## src/rtl/register_file_pkg.sv

```systemverilog
// Shared constants for the integer register file: default widths and the hard-wired zero register.
package register_file_pkg;
  localparam int XLEN       = 32;
  localparam int REG_ADDR_W = 5;
  localparam int NUM_REGS   = 32;
  localparam int REG_ZERO   = 0;
endpackage

```

## src/rtl/regfile_read_port.sv

```systemverilog
// One combinational read port: selects a register by index, forces x0 to zero and,
// when REGFILE_BYPASS_EN is defined, forwards the in-flight writeback value on an index match.
module regfile_read_port
  import register_file_pkg::*;
#(
  parameter int DATA_W = XLEN,
  parameter int ADDR_W = REG_ADDR_W
) (
  input  logic [ADDR_W-1:0] addr_i,
  input  logic [DATA_W-1:0] regs_i [2**ADDR_W],
`ifdef REGFILE_BYPASS_EN
  input  logic              wr_en_i,
  input  logic [ADDR_W-1:0] wr_addr_i,
  input  logic [DATA_W-1:0] wr_data_i,
`endif
  output logic [DATA_W-1:0] data_o
);

  always_comb begin
    data_o = regs_i[addr_i];
`ifdef REGFILE_BYPASS_EN
    if (wr_en_i && (wr_addr_i == addr_i)) begin
      data_o = wr_data_i;
    end
`endif
    // x0 wins over storage and forwarding alike.
    if (addr_i == ADDR_W'(REG_ZERO)) begin
      data_o = '0;
    end
  end

endmodule

```

## src/rtl/register_file.sv

```systemverilog
// Two-read, one-write register file with async reset and x0 hard-wired to zero.
// Define REGFILE_BYPASS_EN for same-cycle write-through forwarding on read/write collisions.
module register_file
  import register_file_pkg::*;
#(
  parameter int DATA_W = XLEN,
  parameter int ADDR_W = REG_ADDR_W
) (
  input  logic              clk,
  input  logic              rst,
  input  logic              RegWriteW,
  input  logic [ADDR_W-1:0] RD_W,
  input  logic [DATA_W-1:0] ResultW,
  input  logic [ADDR_W-1:0] A1,
  input  logic [ADDR_W-1:0] A2,
  output logic [DATA_W-1:0] RD1,
  output logic [DATA_W-1:0] RD2
);

  localparam int NREGS = 2**ADDR_W;

  logic [DATA_W-1:0] regs_q [NREGS];
  logic [DATA_W-1:0] regs_d [NREGS];
  logic              wr_en;

  // Writes to x0 are dropped here so storage slot 0 never leaves its reset value.
  assign wr_en = RegWriteW && (RD_W != ADDR_W'(REG_ZERO));

  always_comb begin
    regs_d = regs_q;
    if (wr_en) begin
      regs_d[RD_W] = ResultW;
    end
  end

  always_ff @(posedge clk or posedge rst) begin
    if (rst) begin
      for (int i = 0; i < NREGS; i++) begin
        regs_q[i] <= '0;
      end
    end else begin
      regs_q <= regs_d;
    end
  end

`ifdef REGFILE_BYPASS_EN
  // Forwarding is suppressed during reset so every read still returns zero.
  logic fwd_en;
  assign fwd_en = wr_en && !rst;
`endif

  regfile_read_port #(.DATA_W(DATA_W), .ADDR_W(ADDR_W)) u_rd1 (
    .addr_i    (A1),
    .regs_i    (regs_q),
`ifdef REGFILE_BYPASS_EN
    .wr_en_i   (fwd_en),
    .wr_addr_i (RD_W),
    .wr_data_i (ResultW),
`endif
    .data_o    (RD1)
  );

  regfile_read_port #(.DATA_W(DATA_W), .ADDR_W(ADDR_W)) u_rd2 (
    .addr_i    (A2),
    .regs_i    (regs_q),
`ifdef REGFILE_BYPASS_EN
    .wr_en_i   (fwd_en),
    .wr_addr_i (RD_W),
    .wr_data_i (ResultW),
`endif
    .data_o    (RD2)
  );

endmodule

```

## config.mk

```make
export PLATFORM = sky130hd
export DESIGN_NAME = register_file
export DESIGN_NICKNAME = d
export VERILOG_FILES = /design/src/rtl/register_file_pkg.sv /design/src/rtl/regfile_read_port.sv /design/src/rtl/register_file.sv
export SDC_FILE = /design/constraint.sdc
export NUM_CORES = 2
export LEC_CHECK = 0
export ABC_AREA = 1
export CAP_MARGIN = 10
export CELL_PAD_IN_SITES_DETAIL_PLACEMENT = 1
export CELL_PAD_IN_SITES_GLOBAL_PLACEMENT = 2
export CORE_ASPECT_RATIO = 1.2
export CORE_MARGIN = 10
export CORE_UTILIZATION = 38
export CTS_CLUSTER_DIAMETER = 30
export DETAILED_ROUTE_END_ITERATION = 7
export GPL_TIMING_DRIVEN = 0
export HOLD_SLACK_MARGIN = 0.12
export PLACE_DENSITY = 0.95
export SYNTH_ARGS = -nofsm -noshare
export SYNTH_HDL_FRONTEND = slang
export SYNTH_HIERARCHICAL = 1
export SYNTH_SLANG_ARGS = --single-unit
```

## constraint.sdc

```tcl
create_clock -name clk -period 94.8 [get_ports clk]
set_clock_uncertainty 0.2 [all_clocks]
set_input_delay 23.7 -clock clk [delete_from_list [all_inputs] [get_ports clk]]
set_output_delay 23.7 -clock clk [all_outputs]
set_load 0.1 [all_outputs]
```

Word-level counts from Yosys, hierarchy flattened:

Index checks and enable logic that the tools add are counted.

* register bits: 1024
* bits in latches: 0
* bits in writable memories: 0
* ROM bits: 0
* bits of input ports: 50
* output and inout bits: 64
* logic and storage cells: 55
* memories: 0

* add/subtract/negate cells: 0
* $mul: 0
* div/mod/pow operators: 0
* magnitude comparators: 4
* equal/unequal tests: 0
* shifts and indexed selects: 0
* muxes and demuxes: 11
* bitwise gates (word level): 3
* reductions and logical operators: 5

Operator list (count)
* 1024-bit bitwise mux: 1
* 32-bit binary-select mux with 5-bit select: 2
* 32-bit two-way mux: 7
* 32-bit demux with 5-bit select: 1
* 6-bit greater-or-equal comparator, second input constant: 3
* 5-bit inverter with 6-bit output: 3
* 5-bit zero test: 2
* 6-bit by 1-bit < comparator with 1-bit output, second input constant: 1
* 5-bit nonzero test: 1
* 1-bit logical AND: 2

Logic depth before layout (Yosys ltp):

* word-level depth: 6
* depth in mapped cells: 12

Hierarchy:

The synthesis kept the hierarchy.

Modules (own cells, without submodules)
* register_file: times used 1, cells an instance 4444, area an instance 38986.1 sq um, seq. area each 25624.6 sq um
* regfile_read_port: times used 2, cells an instance 2464, area an instance 10737.8 sq um, seq. area each 0.0 sq um

Least setup slack after synthesis:

No wires, ideal clock.

* kind: input to output
* start point: input A1[0]
* end point: output RD1[0]
* arrival time: 25.837 ns
* required time: 70.900 ns
* slack: 45.063 ns
* stages: 12
* cell sequence: buf_6 -> inv_8 -> buf_6 -> buf_6 -> nand2_1 -> nand3_1 -> nand3_1 -> nand2_1 -> nand2_1 -> nand3_1 -> nand2_1 -> nor2_1

* word-level cells in the longest chain between the ends: 5

Ends and longest elaborated chain
* from (decl): line register_file.sv:14 `input logic [ADDR_W-1:0] A1,`
* 5-bit inverter with 6-bit output (implied by the code): line regfile_read_port.sv:20 `data_o = regs_i[addr_i];`
* 32-bit binary-select mux with 5-bit select: line regfile_read_port.sv:20
* 32-bit two-way mux (implied by the code) (2 in series): line regfile_read_port.sv:20
* 32-bit two-way mux (*): line regfile_read_port.sv:27 `if (addr_i == ADDR_W'(REG_ZERO)) begin`
* to (decl): line register_file.sv:16 `output logic [DATA_W-1:0] RD1,`

Every way passes the cells marked *; elsewhere a longest branch is shown, timed or not. The select of a mux whose other input is x is not followed.

Worst setup path after layout:

* start point: input A2[1]
* end point: output RD2[5]

* word-level cells in the longest chain between the ends: 5

Ends and longest elaborated chain
* from (decl): line register_file.sv:15 `input logic [ADDR_W-1:0] A2,`
* 5-bit inverter with 6-bit output (implied by the code): line regfile_read_port.sv:20
* 32-bit binary-select mux with 5-bit select: line regfile_read_port.sv:20
* 32-bit two-way mux (implied by the code) (2 in series): line regfile_read_port.sv:20
* 32-bit two-way mux (*): line regfile_read_port.sv:27
* to (decl): line register_file.sv:17 `output logic [DATA_W-1:0] RD2`

Marked as above.

==> qor.txt <==
number of vias per cell - 6.218
synthesized instance count - 9372
pre-CTS setup slack - 42.41 ns
average cell area after synthesis - 6.451 sq um
Worst R2R Path Depth - 2
net count of the finished layout - 9858
reg2reg start - regs_q[604]$_DFFE_PP0P_
number of cells upsized or downsized after cts - 0
worst path required time - 70.90 ns
top flop regs - regs_q x1024
dominant cell by count in the synthesized netlist - nand2_1
Fin Setup TNS - 0 ns
register-to-register setup slack - 93.79 ns
Yosys warnings - 6
area growth from synthesis to layout - 24.11%
f_max - 19.02 MHz
Iter 0 DRT Violations - 9496
post-detailed-route count of antenna-violating nets - 0
number of distinct library cells after synthesis - 18
wire length of the first global-routing pass - 584300 um
clock tree buffer depth - 4
CP max stage delay - 1.26 ns
placed cell area - 64540 sq um
nets in the synthesized netlist - 9422
share of final-layout standard cells stronger than drive strength 1 - 8.870%
cell taking the most area after synthesis - dfrtp_1
violated checks - max-capacitance violations, max-slew violations
register area share after synthesis - 42.38%
endpoint kind of the worst setup timing path - output port
max-slew headroom at the worst pin - -3.885%
cell chain of the critical path - clkdlybuf4s50_1, buf_2, buf_4, nor3_1, nand3_1, buf_2, nand2_1, nor2_1, clkdlybuf4s50_1
die area - 175500 sq um
Power per Cell Area - 26.43 nW/um^2
number of global-route vias before repair - 76220
endpoints failing setup - 0
area share of the leading cell type in the synthesized netlist - 42.38%
routed vias - 75590
number of buffers created by CTS - 297
maximum capacitance violations - 3
pin count of the biggest net entering global routing - 125
buffers inserted during post-CTS setup optimization - 0
Worst-Margin Slew - 1.558 ns
initial antenna violation count - 36
hold worst-path end - regs_q[836]$_DFFE_PP0P_
cell types with the largest area share after synthesis - dfrtp_1 (42%), nand2_1 (32%), nand3_1 (14%)
number of fillers in the final layout - 20480
total global-route track usage - 47.39%
post-DR wirelength/cell - 35.36 um
drt drc - 0
non-filler instance count after layout - 12160
RSZ-0062 raised after global routing - no
initial standard-cell utilization of the core - 38.18%
iteration count of the initial detailed-routing pass - 6
CTS HTree Levels - 5
final-report hold violation count - 0
post-route design area - 75040 sq um
Critical Path AT - 28.69 ns
FF-to-FF End - regs_q[604]$_DFFE_PP0P_
area of the mapped netlist - 60460 sq um
count of flip-flops with a built-in enable after synthesis - 0
number of max-slew violations in the final report - 28
width of the die - 384.1 um
worst supply voltage drop on vdd - 0.00001585 V
largest fanout on the critical path - 11
post-CTS clock slew at the launch and capture registers of the worst setup and hold paths - 0.04 ns
hold wc startpoint - regs_q[836]$_DFFE_PP0P_
slowest stage cell on the critical path - clkdlybuf4s50_1
clock insertion delay at the later pin of the skew report - 0.95 ns
critical path class - in2out
Async SR Flop Fraction - 100.0%
TritonCTS clock tree - yes
Post-synth top cells - nand2_1 (5161), nand3_1 (1725), dfrtp_1 (1024), nor2_1 (456), clkbuf_1 (382)
primary flip-flop cell chosen by synthesis mapping - dfrtp_1
status - complete, but fails checks
least setup slack across all paths after layout - 42.21 ns
max FFs per register - 1024
Die Y - 457.0 um
Worst Hold Slack - 0.2842 ns
critical path startpoint category - primary input
register containing the most flip-flops in the final layout - regs_q
root cell of the clock tree - clkbuf_16
flip-flop and latch count after synthesis - 1024
count of clock tree sinks - 1024
global route overflow - 0
Detailed Route WL - 429900 um
number of cells in the design after placement - 11600
number of rows created at floorplan - 160
I/O pin cnt - 114
storage element area - 25620 sq um
Hold Path Depth - 2
GPL Wtd Cong - 1.036
half-perimeter wire length after placement - 310800 um
final critical-path share of the clock period - 55.47%
cts hold-fix bufs - 0
floorplan core area - 158400 sq um
Leakage - 0.03821 uW
type of the tightest min-delay check - reg2reg
count of input and output buffers - 106
area of the multi-input gates - 30660 sq um
Final Critical Period - 52.59 ns
report_power, final:
part           leakage [uW]  internal [uW]  switching, uW
Sequential           0.0133            518           77.5
Combinational        0.0200           96.6            256
Clock               0.00494            724            311
metal layers:
layer | track usage (%) | wire (um)
met4 | 42.33 | 46240
met2 | 69.13 | 180400
met5 | 0.2211 | 128
met1 | 53.64 | 150600
met3 | 17.69 | 52530
layout by cell type (no fill, tap or decap):
cell and instances:
nor2_1 456, clkbuf_1 416, buf_16 13, o21ai_0 122
o21ai_1 58, inv_8 3, clkinv_2 45, bufinv_16 39
diode_2 28, nor2_2 2, nand2_1 5161, clkbuf_16 309
inv_1 9, buf_2 234, clkdlybuf4s50_1 106, clkinvlp_4 29
clkbuf_2 4, nor3_1 2, inv_2 5, a21oi_1 4
clkbuf_8 42, clkinv_1 1, buf_1 49, dfrtp_1 1024
nand3_1 1725, buf_4 54, buf_6 81, buf_8 17
clkinv_4 9, inv_6 3
layout make-up:
cell class | instances | share of cell area (%)
plain buffers | 800 | 5.469
inverters | 18 | 0.1201
well taps | 2106 | 3.512
repair buffers | 137 | 2.246
clock inverters | 125 | 2.291
diodes | 28 | 0.09338
flip-flops and latches | 1024 | 34.15
clock buffers | 388 | 11.26
multi-input cells | 7530 | 40.86
kinds of logic (layout without fill, tap and decap cells):
kind of cell / after synthesis / in the layout / synth area share (%)
compound gates: 184 / 184 / 1.523
buf+inv: 818 / 1468 / 6.908
flops: 1024 / 1024 / 42.38
other cells: 0 / 28 / 0
simple gates: 7346 / 7346 / 49.19
worst max-delay path, delay by kind of cell:
family                 cells  cell delay (ns)
and+or+nand+nor            4             1.50
buffers and inverters      5             3.46
worst max path at each step:
stage                     startpoint                       to  cells after the start
after floorplan                  rst    regs_q[0]$_DFFE_PP0P_                      1
after global placement           rst  regs_q[619]$_DFFE_PP0P_                      2
after detailed placement       A2[2]                  RD2[19]                     10
after CTS                      A2[2]                  RD2[19]                     10
after global routing           A1[2]                  RD1[27]                     11
final                          A2[1]                   RD2[5]                      9
through the flow:
step | utilization [%] | total power, uW
2_1_floorplan | - | 780.9
3_3_place_gp | 40.52 | 911.5
3_5_place_dp | 40.75 | 926.2
4_1_cts | 47.18 | 1959
5_1_grt | 47.34 | 2037
6_report | 47.39 | 1983
Power figures use the tool's default switching activity.
